<file path="src/rtl/nes_ctrl_reader_if.sv">
// Signal bundle between the NES pad reader and its surroundings: the
// enable/pad-data inputs, the pad latch/pulse pins and the button report.
// The reader uses the master view, the pad/system side uses the slave view.
interface nes_ctrl_reader_if;
    logic       enable;
    logic       nes_data;
    logic       nes_latch;
    logic       nes_pulse;
    logic [7:0] nes_buttons;
    logic       buttons_valid;
    logic       busy;

    modport master (
        input  enable,
        input  nes_data,
        output nes_latch,
        output nes_pulse,
        output nes_buttons,
        output buttons_valid,
        output busy
    );

    modport slave (
        output enable,
        output nes_data,
        input  nes_latch,
        input  nes_pulse,
        input  nes_buttons,
        input  buttons_valid,
        input  busy
    );
endinterface

</file>
<file path="src/rtl/nes_ctrl_reader.sv">
// NES gamepad reader: polls one pad over latch/pulse/data at POLL_CYCLES
// intervals and reports an active-high 8-bit button vector with a one-cycle
// update strobe. Optional feature macro: NES_DEBOUNCE_EN (a button bit only
// changes when two consecutive transactions sampled the same value).
module nes_ctrl_reader #(
    parameter int unsigned HALF_CYCLES  = 600,
    parameter int unsigned LATCH_CYCLES = 1200,
    parameter int unsigned POLL_CYCLES  = 1666667
) (
    input  logic                 sysclk,
    input  logic                 sysreset,
    nes_ctrl_reader_if.master    bus
);

    localparam int unsigned CNT_W  = $clog2(LATCH_CYCLES + HALF_CYCLES + 1);
    localparam int unsigned POLL_W = $clog2(POLL_CYCLES + 1);

    localparam logic [CNT_W-1:0]  LATCH_LAST = CNT_W'(LATCH_CYCLES - 1);
    localparam logic [CNT_W-1:0]  HALF_LAST  = CNT_W'(HALF_CYCLES - 1);
    localparam logic [POLL_W-1:0] POLL_LAST  = POLL_W'(POLL_CYCLES - 1);

    typedef enum logic [2:0] {
        S_IDLE  = 3'd0,
        S_LATCH = 3'd1,
        S_GAP   = 3'd2,
        S_PHI   = 3'd3,
        S_PLO   = 3'd4,
        S_DONE  = 3'd5
    } state_t;

    state_t            state_q, state_d;
    logic [CNT_W-1:0]  cnt_q, cnt_d;
    logic [2:0]        idx_q, idx_d;
    logic [7:0]        shift_q, shift_d;
    logic              pending_q, pending_d;
    logic [POLL_W-1:0] poll_q;
    logic              sync1_q, sync2_q;
    logic              latch_q, pulse_q, valid_q, busy_q;
    logic [7:0]        buttons_q, buttons_d;
    logic              poll_tick_s;
    logic              sample_s;
    logic              start_s;

`ifdef NES_DEBOUNCE_EN
    logic [7:0]        prev_q, prev_d;

    // Keep the previously reported value of every bit whose last two samples disagree.
    function automatic logic [7:0] debounce_merge(input logic [7:0] cur,
                                                  input logic [7:0] prev,
                                                  input logic [7:0] held);
        logic [7:0] agree;
        agree = ~(cur ^ prev);
        return (cur & agree) | (held & ~agree);
    endfunction
`endif

    // Pad bit after synchronisation; the pad drives 0 for a pressed button.
    assign sample_s    = ~sync2_q;
    assign poll_tick_s = bus.enable && (poll_q == POLL_LAST);
    assign start_s     = (state_q == S_IDLE) && bus.enable && (poll_tick_s || pending_q);

    // Two-flop synchroniser for the asynchronous pad data line (idle = released).
    always_ff @(posedge sysclk or negedge sysreset) begin
        if (!sysreset) begin
            sync1_q <= 1'b1;
            sync2_q <= 1'b1;
        end else begin
            sync1_q <= bus.nes_data;
            sync2_q <= sync1_q;
        end
    end

    // Free-running poll period counter, parked at zero while polling is disabled.
    always_ff @(posedge sysclk or negedge sysreset) begin
        if (!sysreset) begin
            poll_q <= '0;
        end else if (!bus.enable) begin
            poll_q <= '0;
        end else if (poll_q == POLL_LAST) begin
            poll_q <= '0;
        end else begin
            poll_q <= poll_q + POLL_W'(1);
        end
    end

    // Transaction sequencing: next state, phase counter, bit index and shift register.
    always_comb begin
        state_d = state_q;
        cnt_d   = cnt_q + CNT_W'(1);
        idx_d   = idx_q;
        shift_d = shift_q;
        case (state_q)
            S_IDLE: begin
                cnt_d = '0;
                if (start_s) begin
                    state_d = S_LATCH;
                end else begin
                    state_d = S_IDLE;
                end
            end
            S_LATCH: begin
                if (cnt_q == LATCH_LAST) begin
                    state_d = S_GAP;
                    cnt_d   = '0;
                end else begin
                    state_d = S_LATCH;
                end
            end
            S_GAP: begin
                if (cnt_q == HALF_LAST) begin
                    shift_d[0] = sample_s;
                    idx_d      = 3'd1;
                    state_d    = S_PHI;
                    cnt_d      = '0;
                end else begin
                    state_d = S_GAP;
                end
            end
            S_PHI: begin
                if (cnt_q == HALF_LAST) begin
                    state_d = S_PLO;
                    cnt_d   = '0;
                end else begin
                    state_d = S_PHI;
                end
            end
            S_PLO: begin
                if (cnt_q == HALF_LAST) begin
                    shift_d[idx_q] = sample_s;
                    cnt_d          = '0;
                    if (idx_q == 3'd7) begin
                        state_d = S_DONE;
                    end else begin
                        idx_d   = idx_q + 3'd1;
                        state_d = S_PHI;
                    end
                end else begin
                    state_d = S_PLO;
                end
            end
            S_DONE: begin
                state_d = S_IDLE;
                cnt_d   = '0;
            end
            default: begin
                state_d = S_IDLE;
                cnt_d   = '0;
            end
        endcase
    end

    // Pending request: remembers a poll tick that arrived while a transaction was running.
    always_comb begin
        pending_d = pending_q;
        if (!bus.enable) begin
            pending_d = 1'b0;
        end else if (poll_tick_s && (state_q != S_IDLE)) begin
            pending_d = 1'b1;
        end else if (start_s) begin
            pending_d = 1'b0;
        end else begin
            pending_d = pending_q;
        end
    end

    // Button report: whole-vector update on entry to DONE, optionally debounced.
    always_comb begin
        buttons_d = buttons_q;
`ifdef NES_DEBOUNCE_EN
        prev_d = prev_q;
        if (state_d == S_DONE) begin
            buttons_d = debounce_merge(shift_d, prev_q, buttons_q);
            prev_d    = shift_d;
        end else begin
            buttons_d = buttons_q;
            prev_d    = prev_q;
        end
`else
        if (state_d == S_DONE) begin
            buttons_d = shift_d;
        end else begin
            buttons_d = buttons_q;
        end
`endif
    end

    // State, counters and pending flag.
    always_ff @(posedge sysclk or negedge sysreset) begin
        if (!sysreset) begin
            state_q   <= S_IDLE;
            cnt_q     <= '0;
            idx_q     <= 3'd0;
            shift_q   <= 8'h00;
            pending_q <= 1'b0;
        end else begin
            state_q   <= state_d;
            cnt_q     <= cnt_d;
            idx_q     <= idx_d;
            shift_q   <= shift_d;
            pending_q <= pending_d;
        end
    end

    // Registered outputs decoded from the next state so they line up with state_q.
    always_ff @(posedge sysclk or negedge sysreset) begin
        if (!sysreset) begin
            latch_q   <= 1'b0;
            pulse_q   <= 1'b0;
            valid_q   <= 1'b0;
            busy_q    <= 1'b0;
            buttons_q <= 8'h00;
        end else begin
            latch_q   <= (state_d == S_LATCH);
            pulse_q   <= (state_d == S_PHI);
            valid_q   <= (state_d == S_DONE);
            busy_q    <= (state_d != S_IDLE);
            buttons_q <= buttons_d;
        end
    end

`ifdef NES_DEBOUNCE_EN
    // Samples of the previous transaction, compared bit-wise at the next DONE.
    always_ff @(posedge sysclk or negedge sysreset) begin
        if (!sysreset) begin
            prev_q <= 8'h00;
        end else begin
            prev_q <= prev_d;
        end
    end
`endif

    assign bus.nes_latch     = latch_q;
    assign bus.nes_pulse     = pulse_q;
    assign bus.buttons_valid = valid_q;
    assign bus.busy          = busy_q;
    assign bus.nes_buttons   = buttons_q;

endmodule
</file>
<file path="src/flat_wrapper.sv">
// flat-port wrapper written by rule: the top's interface ports become plain ports
module nes_ctrl_reader_flat 
#(
    parameter int unsigned HALF_CYCLES  = 600,
    parameter int unsigned LATCH_CYCLES = 1200,
    parameter int unsigned POLL_CYCLES  = 1666667
)
  (sysclk, sysreset, bus_enable, bus_nes_data, bus_nes_latch, bus_nes_pulse, bus_nes_buttons, bus_buttons_valid, bus_busy);
  nes_ctrl_reader_if bus_i ();
  input  logic sysclk;
  input  logic sysreset;
  input wire logic [$bits(bus_i.enable)-1:0] bus_enable;
  input wire logic [$bits(bus_i.nes_data)-1:0] bus_nes_data;
  output wire logic [$bits(bus_i.nes_latch)-1:0] bus_nes_latch;
  output wire logic [$bits(bus_i.nes_pulse)-1:0] bus_nes_pulse;
  output wire logic [$bits(bus_i.nes_buttons)-1:0] bus_nes_buttons;
  output wire logic [$bits(bus_i.buttons_valid)-1:0] bus_buttons_valid;
  output wire logic [$bits(bus_i.busy)-1:0] bus_busy;
  assign bus_i.enable = bus_enable;
  assign bus_i.nes_data = bus_nes_data;
  assign bus_nes_latch = bus_i.nes_latch;
  assign bus_nes_pulse = bus_i.nes_pulse;
  assign bus_nes_buttons = bus_i.nes_buttons;
  assign bus_buttons_valid = bus_i.buttons_valid;
  assign bus_busy = bus_i.busy;
  nes_ctrl_reader #(.HALF_CYCLES(HALF_CYCLES), .LATCH_CYCLES(LATCH_CYCLES), .POLL_CYCLES(POLL_CYCLES)) u_core (.sysclk(sysclk), .sysreset(sysreset), .bus(bus_i));
endmodule
</file>
<file path="config.mk">
export PLATFORM = sky130hd
export DESIGN_NAME = nes_ctrl_reader_flat
export DESIGN_NICKNAME = d
export VERILOG_FILES = /design/src/rtl/nes_ctrl_reader_if.sv /design/src/rtl/nes_ctrl_reader.sv /design/src/flat_wrapper.sv
export SDC_FILE = /design/constraint.sdc
export NUM_CORES = 1
export LEC_CHECK = 0
export ABC_CLOCK_PERIOD_IN_PS = 3050
export BUFFER_PORTS_ARGS = -buffer_cell sky130_fd_sc_hd__buf_2
export CORE_AREA = 2 2 77 79
export DETAILED_ROUTE_END_ITERATION = 12
export DIE_AREA = 0 0 79 81
export GPL_TIMING_DRIVEN = 0
export PLACE_DENSITY = 0.7
export SETUP_SLACK_MARGIN = 0.05
export SLEW_MARGIN = 20
export SYNTH_ARGS = -nofsm -noshare
export SYNTH_HDL_FRONTEND = slang
export SYNTH_SLANG_ARGS = --single-unit
</file>
<file path="constraint.sdc">
create_clock -name sysclk -period 3.05 [get_ports sysclk]
set_clock_uncertainty 0.15 [all_clocks]
set_input_delay 0.305 -clock sysclk [delete_from_list [all_inputs] [get_ports sysclk]]
set_output_delay 0.305 -clock sysclk [all_outputs]
set_load 0.02 [all_outputs]
</file>
Word-level counts from Yosys, hierarchy flattened --
Index checks and enable logic that the tools add are counted.
Storage, ports and cells: flip-flop bits (word level) 61, output and inout port bits 12, logic and storage cells 72, input port bits 4
Cells by class: add/sub/neg operators 3, reductions and logical operators 12, eq/ne operators 15, muxes and demuxes 26, bitwise logic cells 1, $lt $le $gt $ge 2
Operators by type and width (number):
- 2-to-1 mux 21 bit | 2
- 2-to-1 mux 11 bit | 2
- case mux 11 bit (2 select lines) | 1
- adder 21 x 1 -> 21 bit, second input constant | 1
- == test 21 bit, second input constant | 1
- 2-to-1 mux 3 bit | 6
- case mux 3 bit (5 select lines) | 1
- adder 11 x 1 -> 11 bit, second input constant | 1
- == test 11 x 10 -> 1 bit, second input constant | 1
- == test 11 bit, second input constant | 1
- == test 3 x 2 -> 1 bit, second input constant | 3
- == test 3 bit, second input constant | 3
- bitwise mux 8 bit | 1
- 2-to-1 mux 8 bit | 1
- 2-to-1 mux 1 bit | 7
- 2-to-1 mux 7 bit | 1
- == test 3 x 1 -> 1 bit, second input constant | 2
- case mux 3 bit (2 select lines) | 1
- nonzero test 3 bit | 2
- logical AND 1 bit | 5
- less-than comparator 3 x 4 -> 1 bit, second input constant | 1
- != test 2 x 1 -> 1 bit, second input constant | 2
- AND reduction 4 bit | 1
- adder 3 x 1 -> 3 bit, second input constant | 1
- other kinds (11) | 11

Depth between registers and ports, before layout --
depth in word-level cells 7, mapped depth 8, mapped depth without buffers 8

Least setup slack after synthesis --
Ideal clock, no wire load.
path kind flip-flop to flip-flop, start point register u_core.cnt_q[0], end point register u_core.buttons_q[0] (netlist: u_core.bus.nes_buttons[0]), data required time 2775 ps, clock period less this slack 2211 ps, arrival time 1937 ps, path buffers 0, cell stages (with the launch flop) 8, setup slack 839 ps, setup time 125 ps, cell sequence dfrtp_1 ha_1 and4bb_2 and3_2 nand2_1 a311oi_2 o21ai_2 mux2_2
Between the ends: longest elaborated chain between the ends 4, elaborated cells on any way between the ends 11, classes of those cells eq/ne: 3; mux: 8
RTL lines:
- from (decl) | RTL line nes_ctrl_reader.sv:32 | logic [CNT_W-1:0] cnt_q, cnt_d;
- from (signal assigned) | RTL line nes_ctrl_reader.sv:197 | cnt_q <= cnt_d;
- == test 11 x 10 -> 1 bit / == test 11 bit (equally long branches)
- 2-to-1 mux 3 bit (tied with other cells) | RTL line nes_ctrl_reader.sv:128 | if (cnt_q == HALF_LAST) begin
- case mux 3 bit (5 select lines) | RTL line nes_ctrl_reader.sv:92 | case (state_q)
- == test 3 bit | RTL line nes_ctrl_reader.sv:179 | if (state_d == S_DONE) begin
- to (signal assigned) | RTL line nes_ctrl_reader.sv:217 | buttons_q <= buttons_d;
- to (decl) | RTL line nes_ctrl_reader.sv:39 | logic [7:0] buttons_q, buttons_d;
Several ways; a longest one is shown, not always the timed one. A chain may end at the register's enable or synchronous reset.

Final worst setup path --
start point register u_core.cnt_q[0], end point register u_core.buttons_q[2] (netlist: u_core.bus.nes_buttons[2])
Same word-level chain as after synthesis.

==> impl_metrics.toml <==
[status]
status = "finished clean"

[die]
die_x_um = 79
num_io_pins = 16
fp.dieH_um = 81
rows = 28
start_util = 0.5093
die_area_mm2 = 0.006399
core-area_mm2 = 0.005675

[sta]
setup_violations = 0
timing_worst_slew_pin_value_ps = 735.2
finalWorstSetupSlack_ps = 549.2
rsz0062_at_grt = "no"
fmax_ghz = 0.3999
period_share = 0.8199
hold_ws_ps = 82.10
fin_setup_tns_ps = 0
min_period_ps = 2501
report.final.slew_viol_count = 0
relSlewSlack = 0.5099
final_hold_viol_count = 0

[hold_path]
hold_depth = 3
worstHoldStart = "bus_enable"
hold_path_class = "in -> reg"
min_delay_worst_endpoint = "u_core.pending_q"

[synthesis]
syn_area_mm2 = 0.002890
ys_seq_area_frac = 0.5290
ys_types = 46
synth_warnings = 0
async_reset_ff_frac = 1.000
synth_nets = 279
synth_flop_cell = "dfrtp_1"
synth_edf_count = 0
syn_inst = 270
ys_seq_elements = 61
syn_avg_cell_area_um2 = 10.70

[final_layout]
nFillCells = 489
area_growth_pct = 14.33
fin_cells = 378
num_antenna_cells = 0
drive_gt1_frac = 0.2013
layout.nets = 307
final_area_mm2 = 0.003304

[global_route]
groute.layer.met1.usage = 0.2305
grt_pass1_vias = 2027
antenna_found_initial = 0
grt.overflow.total = 0
met3_usage = 0.06000
grt_max_degree = 62
grt_pass1_wl_um = 9190
grt_util_all_layers = 0.1892
grt_busiest_layer = "met2"
use_met2 = 0.3136

[place]
dp_slack_ps = 554.0
dp_hpwl_um = 3450
dp_cells = 360
place_area_mm2 = 0.003062
globalplace.congestion = 0.7948
port_buffers = 15

[clocking]
clk_pin_slew_worst_paths_ps = 70
cts.sinks = 61
tritoncts = "built"
cts_resized = 0
cts_root_buffer = "clkbuf_8"
clk-insertion-delay-late_ps = 340
cts_max_path_buffers = 2
numCtsBuffers = 9
h-tree-depth = 3

[power_and_ir_drop]
p_sw_mw = 0.3709
pwr-share-comb = 0.021
clockPowerShare = 0.485
p_leak_nw = 1.481
power_density_mw_per_mm2 = 501.7
ir_worst_vdd_mv = 0.2663
seq_power_share = 0.494
p_sw_frac = 0.2237
internal_power_mw = 1.287

[route]
wirelength_um = 5127
drtIter0Drc = 70
drt_first_pass_iters = 4
wl_per_cell_um = 13.56
drcViolationCount = 0
via_per_inst = 5.267
drtAntennaViolNets = 0
vias = 1991

[setup_path]
r2r_slack_ps = 550
cp-start-kind = "register"
cp_max_fo = 9
critical_path_arrival_ps = 2580
criticalPathCategory = "reg -> reg"
cp-end-kind = "register"
crit_required_ps = 3130
regToRegEndpoint = "u_core.bus.nes_buttons[2]"
r2r-start = "u_core.cnt_q[0]"
rr_worst_depth = 7

[run]
drv_cap = 0
==> cells by family (layout without fill, tap and decap cells) <==
kind of cell | after synthesis | count (layout) | share of synthesized area
flip-flops | 61 | 61 | 0.5290
XOR/XNOR | 28 | 28 | 0.08485
buffers and inverters | 15 | 48 | 0.02381
AO/OA/AOI/OAI | 30 | 30 | 0.07273
AND/OR/NAND/NOR | 120 | 120 | 0.2264
multiplexers | 11 | 11 | 0.04156
adder cells (fa/ha/maj) | 5 | 5 | 0.02165
==> synthesized netlist by cell type, types with 2 or more instances <==
| cell type | n | area share |
|---|---|---|
| xor2_1 | 17 | 0.052 |
| nor2b_1 | 3 | 0.0065 |
| and3_1 | 4 | 0.0087 |
| o21ai_0 | 9 | 0.016 |
| and3_2 | 2 | 0.0052 |
| a21oi_1 | 3 | 0.0052 |
| inv_1 | 8 | 0.010 |
| clkbuf_1 | 3 | 0.0039 |
| xnor2_1 | 11 | 0.033 |
| nand2_1 | 18 | 0.023 |
| nor3_1 | 4 | 0.0069 |
| o22ai_1 | 2 | 0.0043 |
| nor4b_1 | 2 | 0.0061 |
| nand3_1 | 16 | 0.028 |
| nor2_1 | 45 | 0.058 |
| or2b_2 | 3 | 0.0091 |
| and2_1 | 2 | 0.0043 |
| nand2b_1 | 2 | 0.0043 |
| mux2i_1 | 3 | 0.010 |
| a22oi_1 | 2 | 0.0052 |
| a22o_1 | 2 | 0.0061 |
| o31ai_1 | 5 | 0.013 |
| mux2_2 | 8 | 0.031 |
| nand4_1 | 6 | 0.013 |
| or3_2 | 2 | 0.0052 |
| buf_4 | 2 | 0.0052 |
| o21ai_2 | 2 | 0.0061 |
| nand4b_1 | 2 | 0.0061 |
| dfrtp_1 | 59 | 0.51 |
| o41ai_1 | 2 | 0.0061 |
| dfstp_2 | 2 | 0.018 |
| ha_1 | 5 | 0.022 |
==> how the worst max path moves through the flow <==
stage,start,end,cells past startpoint
after floorplan,u_core.cnt_q[0],u_core.bus.nes_buttons[0],7
after global placement,u_core.cnt_q[0],u_core.bus.nes_buttons[4],7
after detailed placement,u_core.cnt_q[0],u_core.bus.nes_buttons[2],7
after CTS,u_core.cnt_q[0],u_core.bus.nes_buttons[2],7
after global routing,u_core.cnt_q[0],u_core.bus.nes_buttons[7],7
final,u_core.cnt_q[0],u_core.bus.nes_buttons[2],7
==> power groups by stage <==
stage	combinational (mW)	sequential [mW]	clock (mW)
after floorplan	0.0127	0.833	0
after global placement	0.0341	0.834	0
after detailed placement	0.0354	0.834	0
after CTS	0.0376	0.819	0.824
after global routing	0.0426	0.820	0.861
final	0.0355	0.819	0.804
==> worst max-delay path, cell delays in order (launching register included) <==
cell and delay [ps]:
dfrtp_1 420, ha_1 260, and4bb_2 270, and3_2 210
nand2_1 100, a311oi_2 120, o21ai_2 440, mux2_2 400
==> area by class of cell <==
| class | count | area (µm²) | share of cell area |
|---|---|---|---|
| Multi-Input combinational cell | 194 | 1292 | 0.3911 |
| Sequential cell | 61 | 1529 | 0.4627 |
| Clock buffer | 9 | 123.9 | 0.03749 |
| Tap cell | 75 | 93.84 | 0.02840 |
| Buffer | 7 | 38.79 | 0.01174 |
| Inverter | 8 | 30.03 | 0.009087 |
| Clock inverter | 7 | 98.84 | 0.02991 |
| Timing Repair Buffer | 17 | 97.59 | 0.02953 |
==> stage by stage <==
| step | total power, mW | utilization |
|---|---|---|
| 3_3_place_gp | 0.8684 | 0.5390 |
| 4_1_cts | 1.680 | 0.5822 |
| 3_5_place_dp | 0.8696 | 0.5395 |
| 6_report | 1.658 | 0.5822 |
| 5_1_grt | 1.723 | 0.5822 |
| 2_1_floorplan | 0.8460 | - |
==> layout by cell type, fill, tap and decap left out, types with 3 or more instances in the layout <==
cell type	count
or2b_2	3
inv_1	8
nor2b_1	3
xor2_1	17
ha_1	5
xnor2_1	11
buf_2	14
clkbuf_1	3
mux2i_1	3
a21oi_1	3
nand3_1	16
mux2_2	8
o21ai_0	9
nand2_1	18
o31ai_1	5
and3_1	4
nor3_1	4
clkbuf_8	9
dfrtp_1	59
nor2_1	45
nand4_1	6
buf_4	3
==> what timing repair did <==
item,CTS,global route
hold endpoints to repair,60,0
buffers inserted,0,0
hold buffers,2,0
==> metal layers <==
| metal | routed length, µm | share of wire |
|---|---|---|
| met1 | 2311 | 0.45 |
| met2 | 2578 | 0.50 |
| met3 | 146 | 0.028 |
| met4 | 90 | 0.018 |
| met5 | 0 | 0 |
==> flip-flops by register name, summed over array words and instances (netlist names), 3 cells and up <==
name	flops
u_core.idx_q	3
u_core.state_q	3
u_core.poll_q	21
u_core.shift_q	8
u_core.bus.nes_buttons	8
u_core.cnt_q	11
No activity file was read; power rests on OpenSTA's default activity.
